==> src/rtl/uart_wb_master.sv <==
// UART command front-end: 8N1 receiver, read/write frame parser and single-cycle Wishbone master.
// Frames: 0x57 addr data (write) or 0x52 addr (read); read data returned on rd_dat/rd_valid.
module uart_wb_master #(
    parameter int unsigned CLKS_PER_BIT = 434,
    parameter int unsigned ACK_TIMEOUT  = 255,
    parameter int unsigned FRAME_GAP    = 20
) (
    input  logic       clk_i,
    input  logic       rst_i,
    input  logic       rx,
    output logic       stb_o,
    output logic       we_o,
    output logic [7:0] adr_o,
    output logic [7:0] dat_o,
    input  logic [7:0] dat_i,
    input  logic       ack_i,
    output logic [7:0] rd_dat,
    output logic       rd_valid,
    output logic       err,
    output logic [1:0] err_code
);

    localparam int unsigned CntW = $clog2(CLKS_PER_BIT);
    localparam int unsigned ToW  = $clog2(ACK_TIMEOUT + 1);
    localparam int unsigned GapW = $clog2(FRAME_GAP + 2);

    localparam logic [CntW-1:0] BitLast  = CntW'(CLKS_PER_BIT - 1);
    localparam logic [CntW-1:0] HalfLast = CntW'(CLKS_PER_BIT / 2 - 1);
    localparam logic [ToW-1:0]  ToLast   = ToW'(ACK_TIMEOUT - 1);
    localparam logic [GapW-1:0] GapMax   = GapW'(FRAME_GAP + 1);

    typedef enum logic [1:0] {RxIdle, RxStart, RxData, RxStop} rx_state_e;
    typedef enum logic [1:0] {PsIdle, PsAddr, PsData, PsBus} ps_state_e;

    rx_state_e       rx_state_q;
    logic            rx_meta_q, rx_sync_q, rx_prev_q;
    logic [CntW-1:0] rx_cnt_q;
    logic [2:0]      bit_idx_q;
    logic [7:0]      shift_q;
    logic            byte_valid_q, frame_err_q;

    ps_state_e       ps_state_q;
    logic            is_wr_q;
    logic [ToW-1:0]  to_cnt_q;
    logic [CntW-1:0] gap_tick_q;
    logic [GapW-1:0] gap_bits_q;

    always_ff @(posedge clk_i) begin
        if (rst_i) begin
            rx_meta_q    <= 1'b1;
            rx_sync_q    <= 1'b1;
            rx_prev_q    <= 1'b1;
            rx_state_q   <= RxIdle;
            rx_cnt_q     <= '0;
            bit_idx_q    <= '0;
            shift_q      <= '0;
            byte_valid_q <= 1'b0;
            frame_err_q  <= 1'b0;
        end else begin
            rx_meta_q    <= rx;
            rx_sync_q    <= rx_meta_q;
            rx_prev_q    <= rx_sync_q;
            byte_valid_q <= 1'b0;
            frame_err_q  <= 1'b0;
            unique case (rx_state_q)
                RxIdle: begin
                    if (rx_prev_q && !rx_sync_q) begin
                        rx_state_q <= RxStart;
                        rx_cnt_q   <= '0;
                    end
                end
                RxStart: begin
                    if (rx_cnt_q == HalfLast) begin
                        rx_cnt_q   <= '0;
                        bit_idx_q  <= '0;
                        // A start bit that is high again at mid-bit was a glitch.
                        rx_state_q <= rx_sync_q ? RxIdle : RxData;
                    end else begin
                        rx_cnt_q <= rx_cnt_q + 1'b1;
                    end
                end
                RxData: begin
                    if (rx_cnt_q == BitLast) begin
                        rx_cnt_q  <= '0;
                        shift_q   <= {rx_sync_q, shift_q[7:1]};
                        bit_idx_q <= bit_idx_q + 1'b1;
                        if (bit_idx_q == 3'd7) rx_state_q <= RxStop;
                    end else begin
                        rx_cnt_q <= rx_cnt_q + 1'b1;
                    end
                end
                RxStop: begin
                    if (rx_cnt_q == BitLast) begin
                        byte_valid_q <= rx_sync_q;
                        frame_err_q  <= !rx_sync_q;
                        rx_state_q   <= RxIdle;
                    end else begin
                        rx_cnt_q <= rx_cnt_q + 1'b1;
                    end
                end
            endcase
        end
    end

    always_ff @(posedge clk_i) begin
        if (rst_i) begin
            ps_state_q <= PsIdle;
            is_wr_q    <= 1'b0;
            to_cnt_q   <= '0;
            gap_tick_q <= '0;
            gap_bits_q <= '0;
            stb_o      <= 1'b0;
            we_o       <= 1'b0;
            adr_o      <= '0;
            dat_o      <= '0;
            rd_dat     <= '0;
            rd_valid   <= 1'b0;
            err        <= 1'b0;
            err_code   <= '0;
        end else begin
            rd_valid <= 1'b0;
            err      <= 1'b0;

            // Gap counts idle bit-times between bytes of a partial frame; saturates.
            if ((ps_state_q == PsAddr || ps_state_q == PsData) && rx_state_q == RxIdle &&
                !byte_valid_q) begin
                if (gap_tick_q == BitLast) begin
                    gap_tick_q <= '0;
                    if (gap_bits_q != GapMax) gap_bits_q <= gap_bits_q + 1'b1;
                end else begin
                    gap_tick_q <= gap_tick_q + 1'b1;
                end
            end else begin
                gap_tick_q <= '0;
                gap_bits_q <= '0;
            end

            unique case (ps_state_q)
                PsIdle: begin
                    if (byte_valid_q && (shift_q == 8'h57 || shift_q == 8'h52)) begin
                        is_wr_q    <= (shift_q == 8'h57);
                        ps_state_q <= PsAddr;
                    end
                end
                PsAddr: begin
                    if (byte_valid_q) begin
                        adr_o <= shift_q;
                        if (is_wr_q) begin
                            ps_state_q <= PsData;
                        end else begin
                            ps_state_q <= PsBus;
                            stb_o      <= 1'b1;
                            we_o       <= 1'b0;
                            dat_o      <= '0;
                            to_cnt_q   <= '0;
                        end
                    end else if (gap_bits_q == GapMax) begin
                        ps_state_q <= PsIdle;
                    end
                end
                PsData: begin
                    if (byte_valid_q) begin
                        dat_o      <= shift_q;
                        ps_state_q <= PsBus;
                        stb_o      <= 1'b1;
                        we_o       <= 1'b1;
                        to_cnt_q   <= '0;
                    end else if (gap_bits_q == GapMax) begin
                        ps_state_q <= PsIdle;
                    end
                end
                PsBus: begin
                    if (byte_valid_q) begin
                        err      <= 1'b1;
                        err_code <= 2'b11;
                    end
                    // Ack is checked first so it wins over a coincident timeout.
                    if (ack_i) begin
                        stb_o      <= 1'b0;
                        we_o       <= 1'b0;
                        ps_state_q <= PsIdle;
                        if (!is_wr_q) begin
                            rd_dat   <= dat_i;
                            rd_valid <= 1'b1;
                        end
                    end else if (to_cnt_q == ToLast) begin
                        stb_o      <= 1'b0;
                        we_o       <= 1'b0;
                        ps_state_q <= PsIdle;
                        err        <= 1'b1;
                        err_code   <= 2'b10;
                    end else begin
                        to_cnt_q <= to_cnt_q + 1'b1;
                    end
                end
            endcase

            if (frame_err_q) begin
                err      <= 1'b1;
                err_code <= 2'b01;
                if (ps_state_q != PsBus) ps_state_q <= PsIdle;
            end
        end
    end

endmodule

==> config.mk <==
export PLATFORM = sky130hd
export DESIGN_NAME = uart_wb_master
export DESIGN_NICKNAME = d
export VERILOG_FILES = /design/src/rtl/uart_wb_master.sv
export SDC_FILE = /design/constraint.sdc
export NUM_CORES = 1
export LEC_CHECK = 0
export ABC_AREA = 1
export ABC_CLOCK_PERIOD_IN_PS = 3700
export BUFFER_PORTS_ARGS = -buffer_cell sky130_fd_sc_hd__buf_2
export CAP_MARGIN = 10
export CORE_MARGIN = 1.5
export CORE_UTILIZATION = 40
export DETAILED_ROUTE_END_ITERATION = 10
export PLACE_DENSITY_LB_ADDON = 0.2
export SLEW_MARGIN = 20
export SYNTH_ARGS = -nofsm -noshare
export SYNTH_HDL_FRONTEND = slang
export SYNTH_SLANG_ARGS = --single-unit
==> constraint.sdc <==
create_clock -name clk_i -period 3.7 [get_ports clk_i]
set_input_delay 0.37 -clock clk_i [delete_from_list [all_inputs] [get_ports clk_i]]
set_output_delay 0.37 -clock clk_i [all_outputs]
set_load 0.005 [all_outputs]
# == Word-level counts from Yosys, hierarchy flattened ==
# Index checks and enable logic that the tools add are counted.
# totals
reg_bits,82
latch_bits,0
ram_bits,0
mem_bits_ro,0
out_inout_bits,30
memories,0
# classes
add_sub_neg,5
n_mul,0
div,0
n_lt_le_gt_ge,0
n_eq_ne,28
shifts,0
mux,53
n_bitwise,6
reduce_logical,30
# op_table
cell,count
2-to-1 mux 8 bit,6
2-to-1 mux 9 bit,4
case mux 9 bit (4 select lines),1
2-to-1 mux 2 bit,17
"!= test 2 bit, second input constant",12
case mux 8 bit (3 select lines),1
"adder 9 x 1 -> 9 bit, second input constant",2
"equality test 9 bit, second input constant",2
"equality test 8 x 7 -> 1 bit, second input constant",2
2-to-1 mux 1 bit,16
case mux 2 bit (4 select lines),2
case mux 8 bit (2 select lines),1
AND reduction 2 bit,5
AND reduction 5 bit,2
"equality test 9 x 8 -> 1 bit, second input constant",1
OR reduction 3 bit,3
"adder 8 x 1 -> 8 bit, second input constant",1
"equality test 2 bit, second input constant",4
"equality test 8 bit, second input constant",1
2-to-1 mux 3 bit,2
NOT 1 bit,6
case mux 1 bit (3 select lines),2
case mux 3 bit (2 select lines),1
AND reduction 3 bit,2
other kinds (16),26

# == Depth between registers and ports, before layout ==
# depth
ltp_word,7
depth_mapped,11
mapped_depth_nobuf,11

# == Worst setup path before layout ==
# Ideal clock, no wire load.
# synth_timing
path_kind,flip-flop to flip-flop
start,register ps_state_q[0]
end,register to_cnt_q[7]
t_arrival_ns,1.506
slack_ns,2.065
path_stages_with_launch,12
n_path_buf,1
path_cell_list,dfxtp_1 inv_1 ha_1 buf_6 inv_2 nand2_4 a21oi_4 nand2_2 nor2_4 nor2_1 nor2_1 nor2_1
# synth_via
elab_chain_cells,3
elab_cells_between_ends,11
classes_between,8 x eq/ne; 1 x mux; 2 x reduce/logical
# synth_rtl
element,line,source
"start, declared",42,ps_state_e ps_state_q;
"start signal, assigned",107,ps_state_q <= PsIdle;
"start signal, assigned",142,ps_state_q <= PsAddr;
"start signal, assigned",149,ps_state_q <= PsData;
equality test 2 bit / equality test 2 x 1 -> 1 bit (equally long branches),138,unique case (ps_state_q)
!= test 2 bit (no line) / nonzero test 3 bit (equally long branches),-,
AND reduction 6 bit (no line),-,
"end signal, assigned",193,to_cnt_q <= to_cnt_q + 1'b1;
"end, declared",44,logic [ToW-1:0] to_cnt_q;
# Parallel ways exist; a longest one is shown, timed or not.
# A chain may end at the register's enable or synchronous reset.

# == Final worst setup path ==
# layout_timing
start,register ps_state_q[1]
end,register rd_dat[3]
# layout_via
elab_chain_cells,2
# layout_rtl
element,line,source
equality test 2 bit,138,
AND reduction 3 bit (no line),-,
"end signal, assigned",183,rd_dat <= dat_i;
"end, declared",17,"output logic [7:0] rd_dat,"
# No other way between the ends.

==> impl_metrics.env <==
export IMPL_clkPwrFrac=0.379
export IMPL_seqPwrFrac=0.546
export IMPL_ant_nets=0
export IMPL_finalMaxSlewViolations=0
export IMPL_dp_hpwl_um=5863
export IMPL_grt_pass1_vias=3101
export IMPL_intPower_mw=1.241
export IMPL_cp_data_required_time_ns=3.94
export IMPL_total_power_mw=1.651
export IMPL_r2r_start="ps_state_q[1]$_SDFF_PP0_"
export IMPL_synthCells=533
export IMPL_cp_slowest_cell="ha_1"
export IMPL_design_die_area_mm2=0.01038
export IMPL_skew_ns=0.007760
export IMPL_grt_util_all_layers=0.1620
export IMPL_place_congestion=0.8452
export IMPL_setup_ws_ns=1.685
export IMPL_multi_input_comb_area_mm2=0.001938
export IMPL_reg2reg_slack_ns=1.68
export IMPL_ys_top_cells_by_area="dfxtp_1 (42%), nand2_1 (10%), a21oi_1 (6.9%)"
export IMPL_start_util=0.4175
export IMPL_placed_area_mm2=0.004198
export IMPL_yosysSeqAreaShare=0.4196
export IMPL_endpoint_kind="flip-flop"
export IMPL_fin_cells=705
export IMPL_nets=600
export IMPL_path_max_fanout=12
export IMPL_rsz0062_at_grt="false"
export IMPL_grt_max_degree=35
export IMPL_dr_total_vias=3429
export IMPL_setup_tns_ns=0
export IMPL_wl_um=8038
export IMPL_boundaryPins=42
export IMPL_final_hold_viol_count=0
export IMPL_htreeDepth=3
export IMPL_synth_top_cell_area_share=0.4196
export IMPL_synth_distinct_cells=38
export IMPL_post_place_cells=690
export IMPL_synth_area_leader_cell="dfxtp_1"
export IMPL_path_delay_family="simple AND/OR/NAND/NOR gates"
export IMPL_dp_slack_ns=1.607
export IMPL_cts_tree="yes"
export IMPL_p_sw_frac=0.2487
export IMPL_drive_gt1_frac=0.1389
export IMPL_p_sw_mw=0.4107
export IMPL_clk_path_buf_depth=2
export IMPL_die_x_um=101.9
export IMPL_cts_buffers=9
export IMPL_slew_headroom=0.5598
export IMPL_hold_buffers=0
export IMPL_remaining_drc_errors=0
export IMPL_final_cell_mix="nand2_1 (108), dfxtp_1 (82), inv_1 (62)"
export IMPL_max_stage_delay_ns=0.44
export IMPL_cp_cell_sequence="ha_1 -> nand2_1 -> nor2_2 -> clkinv_1 -> nor2_1 -> nor2_1"
export IMPL_grt_pass1_wl_um=13500
export IMPL_critPathMostFrequentCell="nor2_1"
export IMPL_reg2regPathDepth=6
export IMPL_layout_commonest_cell="nand2_1"
export IMPL_clockRootBuffer="clkbuf_8"
export IMPL_synth_edff_count=0
export IMPL_synth_nets=561
export IMPL_antennaDiodeCount=0
export IMPL_fillers=943
export IMPL_cp_depth=6
export IMPL_leakage_nw=1.868
export IMPL_ys_ff_latch=82
export IMPL_hold_class="in -> reg"
export IMPL_cts_resized=0
export IMPL_wl_per_cell_um=11.40
export IMPL_crit_type="reg -> reg"
export IMPL_antenna_found_initial=0
export IMPL_final_area_mm2=0.004383
export IMPL_core_mm2=0.009371
export IMPL_io_buffers=41
export IMPL_area_sequential_mm2=0.001642
export IMPL_async_reset_ff_frac=0
export IMPL_post_cts_setup_buffers=0
export IMPL_synthFlopType="dfxtp_1"
export IMPL_finalCritPeriodShare=0.5447
export IMPL_outcome="finished, final reports clean"
export IMPL_drt_vias_per_instance=4.864
export IMPL_critPathLaunchType="flip-flop"
export IMPL_maxCapViolCount=0
export IMPL_ys_warnings_count=0
export IMPL_cp_num_buf_inv=1
export IMPL_fin_crit_ns=2.015
export IMPL_syn_avg_cell_area_um2=7.341
export IMPL_synth_area_mm2=0.003913
export IMPL_clock_sinks=82
export IMPL_setup_viol=0
export IMPL_drt_pass1_iterations=4
export IMPL_timing_rr_end="rd_dat[3]$_SDFFE_PP0P_"
export IMPL_arrival_ns=2.25
export IMPL_drt_initial_drc_count=109
export IMPL_ir_drop_uv=251.2
export IMPL_die_y_um=101.9
export IMPL_clkLatencyLatePin_ns=0.34
export IMPL_p_comb_frac=0.075
export IMPL_cp_startpoint="ps_state_q[1]$_SDFF_PP0_"
export IMPL_crit_end="rd_dat[3]$_SDFFE_PP0P_"
export IMPL_worst_slew_pin_slew_ns=0.6603
export IMPL_fmax_mhz=496.2
export IMPL_clk_pin_slew_ns=0.08
export IMPL_rows=35
export IMPL_p_per_area_mw_per_mm2=376.8
export IMPL_grt_overflow=0
export IMPL_area_growth_pct=12.02
-- metrics by stage --
stage	hold WS, ns	util
after floorplan	0.3895	-
after global placement	0.3920	0.4479
after detailed placement	0.3986	0.4479
after CTS	0.1986	0.4677
after global routing	0.1964	0.4677
final	0.2110	0.4677
-- how the worst min path moves through the flow --
stage	from	to	depth (start not counted)
after floorplan	rx_meta_q$_SDFF_PP1_	rx_sync_q$_SDFF_PP1_	1
after global placement	rx_meta_q$_SDFF_PP1_	rx_sync_q$_SDFF_PP1_	1
after detailed placement	rx_meta_q$_SDFF_PP1_	rx_sync_q$_SDFF_PP1_	1
after CTS	rx	rx_meta_q$_SDFF_PP1_	2
after global routing	rx	rx_meta_q$_SDFF_PP1_	2
final	rx	rx_meta_q$_SDFF_PP1_	2
-- cells by family after synthesis --
kind of cell    after synthesis  share of synthesized area
buf+inv                      80                    0.08506
flops                        82                     0.4196
xor+xnor                      7                    0.01567
compound gates              103                     0.1398
simple gates                245                     0.2888
fa+ha+maj                    16                    0.05117
-- synthesized netlist by cell type (6+ instances only) --
cell / instances
o21ai_0: 36
nand3_1: 35
ha_1: 16
nor3_1: 7
nand4_1: 11
nand2_1: 108
dfxtp_1: 82
a21oi_1: 54
clkbuf_1: 6
xor2_1: 6
inv_1: 62
nand3b_1: 9
nor2_1: 54
-- routing by layer --
| metal | GRT usage | wire length [µm] | vias up | share of wire |
|---|---|---|---|---|
| met5 | 0 | 0 | - | 0 |
| met3 | 0.03830 | 240 | 8 | 0.030 |
| met4 | 0.05058 | 96 | 0 | 0.012 |
| li1 | - | - | 1806 | - |
| met2 | 0.2785 | 3851 | 51 | 0.48 |
| met1 | 0.2014 | 3848 | 1564 | 0.48 |
-- sequential cells by signal, summed over array words and instances, names as in the netlist, named ones only --
signal and count:
is_wr_q 1, err 1, dat_o 8, we_o 1, frame_err_q 1, rx_sync_q 1, shift_q 8, rd_dat 8
rx_meta_q 1, stb_o 1, gap_tick_q 9, ps_state_q 2, rx_cnt_q 9, err_code 2, rd_valid 1, to_cnt_q 8
bit_idx_q 3, rx_state_q 1, byte_valid_q 1, adr_o 8, gap_bits_q 5, rx_prev_q 1
-- final cells by class --
class | instances | area share
Multi-Input combinational cell | 371 | 0.4422
Sequential cell | 82 | 0.3745
Inverter | 67 | 0.05738
Timing Repair Buffer | 41 | 0.04682
Tap cell | 129 | 0.03683
Clock buffer | 11 | 0.02997
Clock inverter | 4 | 0.01228
-- power by group through the flow --
stage | Combinational (mW) | Clock [mW] | Sequential (mW)
after floorplan | 0.104 | 0 | 0.920
after global placement | 0.125 | 0 | 0.922
after detailed placement | 0.125 | 0 | 0.922
after CTS | 0.126 | 0.648 | 0.902
after global routing | 0.140 | 0.686 | 0.903
final | 0.124 | 0.626 | 0.902
Power figures use the tool's default switching activity.
